==> src/rtl/cla_add_arbiter.sv <==
// rtl/cla_add_arbiter.sv - round-robin sharing of one registered CLA adder among NREQ requesters
// Results come back tagged with the requester index, aligned to the adder latency.
module cla_add_arbiter #(
    parameter int NREQ = 4,
    parameter int W    = 16,
    parameter int LAT  = 1,
    parameter int IDW  = $clog2(NREQ)
) (
    input  logic                     i_clock,
    input  logic                     i_reset,
    input  logic [NREQ-1:0]          i_req_valid,
    input  logic [NREQ*W-1:0]        i_req_a,
    input  logic [NREQ*W-1:0]        i_req_b,
    output logic [NREQ-1:0]          o_req_ready,
    output logic [W-1:0]             o_add_a,
    output logic [W-1:0]             o_add_b,
    input  logic [W-1:0]             i_add_sum,
    input  logic                     i_add_cout,
    output logic                     o_rsp_valid,
    output logic [IDW-1:0]           o_rsp_id,
    output logic [W-1:0]             o_rsp_sum,
    output logic                     o_rsp_cout,
    output logic [$clog2(LAT+2)-1:0] o_inflight
);

    localparam int CW = $clog2(LAT + 2);

    logic [IDW-1:0] r_ptr;
    logic [W-1:0]   r_add_a;
    logic [W-1:0]   r_add_b;
    logic [LAT:0]   r_tag_v;
    logic [IDW-1:0] r_tag_id [0:LAT];
    logic [CW-1:0]  r_inflight;

    logic [NREQ-1:0] w_grant;
    logic [IDW-1:0]  w_win;
    logic            w_found;
    logic            w_xfer;
    logic [IDW-1:0]  w_ptr_nxt;

    // Scan from the pointer upward with wrap; first valid requester wins.
    always_comb begin
        logic [IDW-1:0] v_idx;
        w_grant = '0;
        w_win   = '0;
        w_found = 1'b0;
        v_idx   = '0;
        for (int k = 0; k < NREQ; k++) begin
            v_idx = IDW'((int'(r_ptr) + k) % NREQ);
            if (!w_found && i_req_valid[v_idx]) begin
                w_found = 1'b1;
                w_win   = v_idx;
            end
        end
        if (w_found && !i_reset) begin
            w_grant[w_win] = 1'b1;
        end
    end

    assign w_xfer    = w_found && !i_reset;
    assign w_ptr_nxt = (int'(w_win) == NREQ - 1) ? '0 : w_win + IDW'(1);

    always_ff @(posedge i_clock) begin
        if (i_reset) begin
            r_ptr      <= '0;
            r_add_a    <= '0;
            r_add_b    <= '0;
            r_tag_v    <= '0;
            r_inflight <= '0;
            for (int s = 0; s <= LAT; s++) begin
                r_tag_id[s] <= '0;
            end
        end else begin
            if (w_xfer) begin
                r_ptr   <= w_ptr_nxt;
                r_add_a <= i_req_a[int'(w_win)*W +: W];
                r_add_b <= i_req_b[int'(w_win)*W +: W];
            end else begin
                r_add_a <= '0;
                r_add_b <= '0;
            end
            r_tag_v[0]  <= w_xfer;
            r_tag_id[0] <= w_win;
            for (int s = 1; s <= LAT; s++) begin
                r_tag_v[s]  <= r_tag_v[s-1];
                r_tag_id[s] <= r_tag_id[s-1];
            end
            // A transfer and a response in the same cycle cancel out.
            if (w_xfer && !r_tag_v[LAT]) begin
                r_inflight <= r_inflight + CW'(1);
            end else if (!w_xfer && r_tag_v[LAT]) begin
                r_inflight <= r_inflight - CW'(1);
            end
        end
    end

    assign o_req_ready = w_grant;
    assign o_add_a     = r_add_a;
    assign o_add_b     = r_add_b;
    assign o_rsp_valid = r_tag_v[LAT];
    assign o_rsp_id    = r_tag_id[LAT];
    assign o_rsp_sum   = i_add_sum;
    assign o_rsp_cout  = i_add_cout;
    assign o_inflight  = r_inflight;

endmodule

==> config.mk <==
export PLATFORM = sky130hd
export DESIGN_NAME = cla_add_arbiter
export DESIGN_NICKNAME = d
export VERILOG_FILES = /design/src/rtl/cla_add_arbiter.sv
export SDC_FILE = /design/constraint.sdc
export NUM_CORES = 1
export LEC_CHECK = 0
export ABC_AREA = 1
export ABC_CLOCK_PERIOD_IN_PS = 2400
export CORE_MARGIN = 3
export CORE_UTILIZATION = 33
export CTS_CLUSTER_DIAMETER = 30
export DETAILED_ROUTE_END_ITERATION = 10
export PLACE_DENSITY = 0.85
export SLEW_MARGIN = 20
export SYNTH_ARGS = -nofsm -noshare
export SYNTH_HDL_FRONTEND = slang
export SYNTH_SLANG_ARGS = --single-unit
==> constraint.sdc <==
create_clock -name i_clock -period 2.4 [get_ports i_clock]
set_input_delay 0.48 -clock i_clock [delete_from_list [all_inputs] [get_ports i_clock]]
set_output_delay 0.48 -clock i_clock [all_outputs]
set_load 0.01 [all_outputs]
==> results of run 1 <==
-- timing repair --
action                                  in CTS  in global routing
gates cloned                                 0                  2
endpoints found under the hold margin        0                  0
setup buffers                               14                  2
pin swaps                                   16                 10
endpoints found under the setup margin       8                 38
resized for setup                           64                 21
-- cell usage in the layout (no fill, tap or decap), types with 2 or more instances in the layout --
master           Yosys  final
inv_1               82     76
buf_12               0      3
nand2_2              4     15
nand2_4              0      7
clkinv_2             0      2
dfxtp_1             42     40
a21oi_1             34     33
ha_4                 0      4
nand2_1            166    148
buf_2               13      4
nand3_2              2      6
inv_2                6     10
clkbuf_8             0      5
clkdlybuf4s50_1      0    166
buf_4               24     27
dfxtp_2              0      2
inv_4                0      2
nor2_1              12     10
nor2_2               0      2
nand3_1            104     97
dlygate4sd2_1        0      4
o21ai_0              4      3
buf_6               10      5
o21ai_1              1      2
nand3_4              0      3
-- worst min-delay path: stages, from the launching register on --
cell	delay (ns)
dfxtp_1	0.30
inv_1	0.04
nor2_1	0.03
-- through the flow --
stage,power (mW),cell area (um^2),hold slack (ns),cells
6_report,8.22,5210,0.402,792
5_1_grt,8.93,5210,0.419,792
4_1_cts,7.65,5080,0.412,790
3_5_place_dp,6.48,4750,0.400,768
3_3_place_gp,6.30,4750,0.391,768
2_1_floorplan,4.93,3080,0.388,518
-- registers in the layout, summed over array words and instances (netlist names) --
register and cells:
r_ptr 2, o_add_b 16, o_inflight 2, r_tag_v 2, r_tag_id 4, o_add_a 16
-- report_power, final --
group	switching (mW)	internal [mW]
Combinational	3.80	2.78
Clock	0.244	0.306
Sequential	0.0959	0.988
Total	4.14	4.08
-- cell type report --
cell class	count	area, um^2
Clock buffer	5	68.8
Clock inverter	3	40.0
Fill cell	822	3680
Inverter	88	335
Multi-Input combinational cell	336	1730
Sequential cell	42	843
Tap cell	108	135
Timing Repair Buffer	210	2060
-- path summary, 6_finish.rpt --
check	end	slack (ns)	depth (start not counted)	from
worst max-delay path	o_req_ready[1]	-0.16	14	r_ptr[0]
worst min-delay path	r_tag_v[1]	0.40	2	r_tag_v[0]
worst max register to register	o_inflight[1]	0	16	r_ptr[0]
worst min register to register	r_tag_v[1]	0.40	2	r_tag_v[0]
-- cells by family after synthesis --
family | count (synthesis) | synth area share, %
AOI/OAI and AO/OA | 40 | 6.75
adders and majority gates | 5 | 2.03
DFF | 42 | 27.3
and+or+nand+nor | 290 | 40.7
buffers and inverters | 140 | 23.0
xor gates and xnor gates | 1 | 0.285
-- routing by layer --
layer | global-route usage [%] | up-vias | wire (um)
li1 | - | 1904 | -
met1 | 21.0 | 1807 | 4070
met2 | 38.3 | 218 | 6010
met3 | 5.07 | 34 | 1100
met4 | 9.18 | 0 | 378
met5 | 0 | - | 0
==> impl_results.md, run 1 <==
- Worst EP required: 1.92 ns
- Die W: 103 um
- Post-layout util: about three fifths
- Slowest-stage cell, CP: dfxtp_2
- Vias in the first global route: 3892
- Crit Path Category: reg2out
- Final Hold Fails: 0
- Post-Syn Nets: 674
- HP Class: reg2reg
- Slew @ Worst Pin: 0.503 ns
- Via Count: 3963
- Sink Count: 42
- DRT antenna net count: 0
- Largest stage delay, worst path: between 0.3 and 0.4 ns
- CTS Buf Count: 5
- # setup viols final: 5
- Final Max Tran Viols: 0
- Clock-pin slew on the worst setup and hold paths: 0.09 ns
- Status: finished, violations left
- Fin Clk Skew: 0.00946 ns
- Die footprint: 10500 um^2
- RSZ-0062 raised after global routing: true
- Row cnt: 34
- Ports: 209
- Largest net degree at the start of global routing: 66
- Avg Vias per Cell: 5.00
- Max Root-Sink Buffers: 2
- Nets: between 800 and 900
- Cell Pwr Density: 1580 nW/um^2
- Maximum VDD drop: about 0.0010 V
- Leakage power total: 2.58 nW
- Worst Path Buf+Inv: 5
- Share of cells above drive strength 1: ~15%
- Critical path launch point type: register
- Worst-skew pair later-pin latency: 0.29 ns
- Sequential area share after synthesis: 27.3%
- Yosys top cell by area: dfxtp_1
- Count leader, synth: nand2_1
- Maxcap violations: 0
- CTS tree: yes
- H-tree Lvls: 2
- Post-Syn Area: 3080 um^2
- Yosys top cell area share: 27.3%
- Chip height: 103 um
- TritonRoute pass-1 iters: 4
- ANT cells: 0
- Synth warn: 0
- Failing checks: negative setup slack
- Top cell by count, worst path: nand2_4
- Final wirelength: 11500 um
- Avg Cell Area, Syn: 5.94 um^2
- Starting DRT DRC Count: 152
- Crit-path cells: buf_6 > buf_6 > nand2_4 > nand3_2 > nand2_4 > nand2_4 > nand2_2 > nand2_2 > nand3_4 > inv_4 > ha_4 > inv_1 > nor2_1 > buf_2
- Fmax: 391 MHz
- CP Data Arrival Time: 2.08 ns
- Gp weighted congestion: 0.896
- CP Capture Type: output pin
- Layout area overhead: 69.3%
- Initial Util: 34.6%
- Post-DR wirelength/cell: 14.6 um
- PnR worst setup slack: -0.155 ns
- Slew headroom: 66.5%
- GRT Resource Usage Total: 20.3%
- Yosys cell types: 21
- Synthesized flop and latch total: 42
- CTS Root Cell: clkbuf_8
- # hold bufs at CTS: 0
- Crit path max-delay family: simple AND/OR/NAND/NOR gates
- Placement Setup Slack: -0.804 ns
- Top area cells in the synthesized netlist: dfxtp_1 (27%), nand2_1 (20%), nand3_1 (17%)
- First-pass GRT wire length: 17400 um
- Final min period: around 2.6 ns
- Core Box Area: 8890 um^2
- TNS Setup: -0.459 ns
- # DRC: 0
- Fin crit share: 106%
- CP Max Fanout: 6
- Initial antenna violation count: 0
- IO Port Bufs: between 150 and 200
- Post-synth EDFFs: 0
- Dpl hpwl: 8130 um
- Grt ovf: 0
- Main synth FF type: dfxtp_1
- Post-synth ARST share: 0%
- Top cells by count, synth: nand2_1 (166), nand3_1 (104), inv_1 (82)
- Mapped Cells: 518
(Power assumes the default switching activity.)
==> run 2, diff against run 1 <==
ABC_AREA = unset   (was 1)
CORE_UTILIZATION = 28   (was 33)
PLACE_DENSITY = 0.83   (was 0.85)
==> run 2 against run 1 <==
The run now ends clean. Critical endpoint is now o_req_ready[2]. Sequential power shrank 21%. Clock skew shrank 0.0011 ns. Final area shrank 21%. Largest power group unchanged. Global-route usage shrank 4.9 points.
==> impl_results.md, run 2 <==
- Status: complete, no violations
- Final wirelength: about 7500 um
- Largest family of logic cells by synthesized area: multiplexers
- Multiplexer share of the synthesized area: 28.6%
- Switching Share: 30.0%
- Inst Count DP: 473
- Largest net degree at the start of global routing: 37
- Top area cells in the synthesized netlist: dfxtp_1 (36%), mux2i_1 (29%), o22ai_1 (8.7%)
- CP Max Fanout: 5
- Post-route cell area: 4140 um^2
- Crit Path Category: in2out
- Post-DR wirelength/cell: around 15 um
- Commonest non-fill, non-tap cells in the layout: clkdlybuf4s50_1 (166), mux2i_1 (65), dfxtp_1 (41)
- Slew @ Worst Pin: roughly 0.6 ns
- # hold bufs at CTS: 0
- ANT cells: 0
- Worst EP required: 1.92 ns
- Post-synth ARST share: 0%
- Nets: 537
- Slack of the worst reg-to-reg path: 0.54 ns
- Initial antenna violation count: 0
- Leakage power total: 1.65 nW
- Core Box Area: 7890 um^2
- Avg Cell Area, Syn: around 11 um^2
- Slew headroom: 59.8%
- Non-Filler Instances: roughly 480
- Ports: 209
- Final min period: 2.32 ns
- Sink Count: 42
- Starting DRT DRC Count: 32
- Reg power frac: 36.5%
- Complex-gate fraction of the synthesized area: a little under an eighth
- Dpl cell area: around 4000 um^2
- Crit path max-delay family: buffers and inverters
- Mapped Cells: about 220
- Worst-skew pair later-pin latency: 0.29 ns
- Final Hold Fails: 0
- Avg Vias per Cell: 4.63
- Maxcap violations: 0
- TritonRoute pass-1 iters: 4
- Post-Syn Nets: 371
- Count leader, synth: mux2i_1
- Top cells by count, synth: mux2i_1 (66), dfxtp_1 (42), o22ai_1 (32)
- Critical path launch point type: input port
- Clock power frac: 20.2%
- Row cnt: 32
- Yosys cell types: 29
- CTS Root Cell: clkbuf_8
- Switching power total: between 0.6 and 0.7 mW
- Xor/xnor cell area share of the yosys netlist: less than 1%
- Gp weighted congestion: approximately 0.79
- Via Count: 2242
- Slowest-stage cell, CP: dlygate4sd2_1
- Worst Path Buf+Inv: 4
- Fin Clk Skew: 0.00832 ns
- First-pass GRT wire length: 11800 um
- RSZ-0062 raised after global routing: false
- Die W: 96.9 um
- Grt ovf: 0
- Yosys top cell by area: dfxtp_1
- CP Capture Type: output pin
- Pwr Total: 2.32 mW
- Chip height: 96.9 um
- Initial Util: a little under 30%
- Cell Pwr Density: approximately 560 nW/um^2
- Synth warn: 0
- Synth Area in Simple Gates: 5.30%
- H-tree Lvls: 2
- Dpl hpwl: 6130 um
- HP Class: reg2reg
- Fin crit share: a little over nine tenths
- Layout area overhead: 78.9%
- Final Max Tran Viols: 0
- Yosys top cell area share: 36.4%
- CTS tree: yes
- Worst Hold Slack: around 0.45 ns
- Logic gate share of total power: roughly 43%
- Maximum VDD drop: 0.000244 V
- Synthesized flop and latch total: 42
- Pint: between 1.5 and 2 mW
- Sequential area share after synthesis: between 30% and 40%
- Die footprint: 9380 um^2
- Main synth FF type: dfxtp_1
- Crit-path cells: dlygate4sd2_1 > mux2i_2 > nor2_2 > nor3_4 > buf_6 > inv_2 > ha_1 > and2_1 > buf_2
- Post-Syn Area: 2310 um^2
- Largest stage delay, worst path: 0.29 ns
- # setup viols final: 0
- Clock-pin slew on the worst setup and hold paths: 0.09 ns
- Max Root-Sink Buffers: 2
- TNS Setup: 0 ns
- # DRC: 0
- Post-synth EDFFs: 0
- GRT Resource Usage Total: 15.4%
- IO Port Bufs: 174
- Vias in the first global route: 2336
- DRT antenna net count: 0
- Commonest non-fill, non-tap cell in the layout: clkdlybuf4s50_1
- Share of cells above drive strength 1: 11.3%
- Fmax: 431 MHz
- CTS Buf Count: 5
- Adder-Cell Fraction of Synth Area: 2.71%
- CP Data Arrival Time: 1.84 ns
[run 2: cell types whose count changed in the layout (fill, tap and decap cells not counted), sizes merged, moves of 18 or more]
cell / change
nand2: -168
nand3: -106
inv: -81
mux2i: +66
o22ai: +32
a21oi: -30
buf: -18
[run 2: final timing paths]
| kind | cells past startpoint | from | end |
|---|---|---|---|
| max | 9 | i_req_valid[0] | o_req_ready[2] |
| min reg2reg | 1 | r_tag_v[0] | r_tag_v[1] |
| max reg2reg | 6 | r_ptr[1] | o_add_a[12] |
| min | 1 | r_tag_v[0] | r_tag_v[1] |
[run 2: timing repair]
| action | CTS | global route |
|---|---|---|
| setup buffers | 3 | 0 |
| pin swaps | 1 | 0 |
| resized for setup | 24 | 2 |
| gates cloned | 0 | 0 |
| setup endpoints to repair | 4 | 4 |
[run 2: cell families after synthesis]
family | Yosys count
muxes | 66
DFF | 42
AOI/OAI and AO/OA | 40
buffers and inverters | 40
and+or+nand+nor | 20
adders and majority gates | 5
xor gates and xnor gates | 2
[run 2: area by class of cell]
cell class	count	area, um^2
fill	724	3750
timing repair buffer	193	1910
multi-input combinational	133	1140
sequential	42	845
tap	102	128
clock buffer	5	68.8
clock inverter	3	23.8
inverter	6	22.5
[run 2: layer usage]
| metal | up-vias | routed length [um] | track usage (%) |
|---|---|---|---|
| met2 | 125 | 3780 | 27.9 |
| met3 | 24 | 759 | 6.71 |
| met5 | - | 0 | 0 |
| met4 | 0 | 242 | 6.59 |
| met1 | 1003 | 2680 | 15.2 |
| li1 | 1090 | - | - |
[run 2: power groups by stage]
stage | Clock, mW | Sequential [mW] | Combinational [mW]
3_5_place_dp | 0 | 0.863 | 1.00
5_1_grt | 0.516 | 0.859 | 1.08
3_3_place_gp | 0 | 0.858 | 0.979
6_report | 0.470 | 0.848 | 1.01
2_1_floorplan | 0 | 0.908 | 0.516
4_1_cts | 0.496 | 0.849 | 1.02
[run 2: metrics by stage]
stage	util (%)	setup slack, ns
after global placement	50.8	-0.450
final	52.4	0.0824
after detailed placement	50.8	-0.501
after global routing	52.4	0.00350
after floorplan	-	0.360
after CTS	52.4	0.0805
==> run 3, diff against run 2 <==
GPL_TIMING_DRIVEN = 0   (was unset)
==> run 3 against run 2 <==
Sequential power about the same. Critical endpoint unchanged. Critical path depth did not move. Maximum frequency decreased by 0.68%. Largest power group unchanged.
==> impl_results.md, run 3 (synthesis gave the netlist of run 2 again) <==
- Crit path max-delay family: buffers and inverters
- Worst EP required: ~1.9 ns
- Top cell by count, worst path: clkdlybuf4s15_2
- Sink Count: 42
- Ports: between 200 and 250
- Post-layout util: 56.8%
- Final wirelength: approximately 8500 um
- Vias in the first global route: between 2k and 3k
- Maxcap violations: 0
- Slew headroom: 70.0%
- Core Box Area: 7890 um^2
- DRT antenna net count: 0
- Slew @ Worst Pin: 0.446 ns
- Logic gate share of total power: 45.0%
- Worst Setup SP: i_req_valid[1]
- Final Hold Fails: 0
- Crit-path cells: clkdlybuf4s15_2 > a21oi_2 > o21ai_2 > o2bb2a_4 > buf_6 > buf_16 > ha_1 > and2_1 > clkdlybuf4s15_2
- Non-Filler Instances: slightly above 500
- Share of cells above drive strength 1: between 10% and 20%
- Clock power frac: 21.7%
- Row cnt: 32
- Hold Path End: r_tag_v[1]
- Switching Share: 28.4%
- Initial Util: 29.3%
- Fmax: 429 MHz
- Switching power total: 0.725 mW
- M2 GR Usage: 34.0%
- Dpl cell area: 4340 um^2
- ANT cells: 0
- Leakage power total: 1.84 nW
- Grt ovf: 0
- Clock-pin slew on the worst setup and hold paths: 0.08 ns
- CTS Root Cell: clkbuf_8
- Initial antenna violation count: 0
- CTS Buf Count: 5
- HP Class: reg2reg
- Nets: 572
- CP Max Fanout: 5
- # DRC: 0
- Largest net degree at the start of global routing: 14
- Layout area overhead: 93.6%
- TNS Setup: 0 ns
- Status: complete, no violations
- CTS tree: yes
- GRT Resource Usage Total: 17.8%
- Final min period: between 2 and 2.5 ns
- TritonRoute pass-1 iters: 4
- Commonest non-fill, non-tap cells in the layout: clkdlybuf4s50_1 (182), mux2i_1 (66), dfxtp_1 (41)
- Largest stage delay, worst path: 0.23 ns
- Max Root-Sink Buffers: 2
- Fin Clk Skew: about 0.0060 ns
- CP Capture Type: output pin
- Busiest metal layer after global routing: met2
- Via Count: 2410
- Dpl hpwl: approximately 7000 um
- Reg power frac: 33.2%
- Avg Vias per Cell: roughly 4.6
- Cell Pwr Density: 569 nW/um^2
- Chip height: 96.9 um
- M3 GR Usage: under 10%
- Crit Path Category: in2out
- Pwr Total: ~2.5 mW
- Maximum VDD drop: 0.000238 V
- Die W: between 90 and 100 um
- Critical path launch point type: input port
- WHS Path Cells: 1
- IO Port Bufs: 190
- Slowest-stage cell, CP: clkdlybuf4s15_2
- Post-DR wirelength/cell: 16.3 um
- Post-route cell area: 4480 um^2
- Fin crit share: a little over nine tenths
- Worst r2r path cells: 9
- Gp weighted congestion: around 0.86
- Worst-skew pair later-pin latency: 0.29 ns
- Worst r2r src: r_ptr[1]
- H-tree Lvls: 2
- Inst Count DP: 507
- Pint: 1.82 mW
- # hold bufs at CTS: 0
- CP Data Arrival Time: 1.85 ns
- Final Max Tran Viols: 0
- Worst hold path startpoint: r_tag_v[0]
- Starting DRT DRC Count: 29
- GR Util met1: 17.2%
- Critical R2R Capture: o_add_a[12]
- Slack of the worst reg-to-reg path: 0.53 ns
- # setup viols final: 0
- First-pass GRT wire length: 13400 um
- Commonest non-fill, non-tap cell in the layout: clkdlybuf4s50_1
- Worst Path Buf+Inv: 4
- Die footprint: around 9400 um^2
-- run 3: cell types whose count changed in the layout (fill, tap and decap cells not counted), moves of 2 or more --
cell             previous run  this run
clkbuf_2                    0         3
buf_2                       1         9
clkdlybuf4s50_1           166       182
buf_4                      16        23
clkinv_2                    0         2
bufbuf_8                    0         2
clkinvlp_4                  2         0
dlygate4sd2_1               4         0
-- run 3: repair_timing --
action,4_1_cts,5_1_grt
resized for setup,22,8
setup endpoints to repair,4,4
cloned,1,0
buffers inserted,3,1
pin swaps,2,3
-- run 3: cell type report --
cell class | count | area, um^2
plain buffers | 33 | 308
clock buffers | 5 | 68.8
clock inverters | 3 | 40.0
fillers | 697 | 3410
inverters | 6 | 22.5
multi-input cells | 133 | 1130
flip-flops and latches | 42 | 845
well taps | 102 | 128
repair buffers | 195 | 1940
-- run 3: power groups by stage --
| stage | registers, mW | clock network, mW | logic [mW] |
|---|---|---|---|
| 3_3_place_gp | 0.857 | 0 | 1.11 |
| 4_1_cts | 0.849 | 0.573 | 1.16 |
| 6_report | 0.847 | 0.554 | 1.15 |
| 5_1_grt | 0.860 | 0.597 | 1.23 |
| 3_5_place_dp | 0.864 | 0 | 1.13 |
| 2_1_floorplan | 0.908 | 0 | 0.516 |
-- run 3: per-layer routing --
layer	share of wire (%)	vias up	wire [um]
met5	0	-	0
met3	9.9	10	835
met1	35	1102	2990
li1	-	1158	-
met4	1.7	0	141
met2	53	140	4490
-- run 3: worst max-delay path by stage --
stage / cells past startpoint / end
2_1_floorplan: 9 / o_req_ready[1]
3_3_place_gp: 11 / o_req_ready[1]
3_5_place_dp: 11 / o_req_ready[1]
4_1_cts: 8 / o_req_ready[2]
5_1_grt: 7 / o_req_ready[2]
6_report: 9 / o_req_ready[2]
-- run 3: through the flow --
step | setup slack [ns] | hold slack (ns)
final | 0.0666 | 0.441
after global routing | -0.000559 | 0.457
after CTS | 0.00472 | 0.444
after detailed placement | -0.837 | 0.423
after global placement | -0.784 | 0.417
after floorplan | 0.360 | 0.414
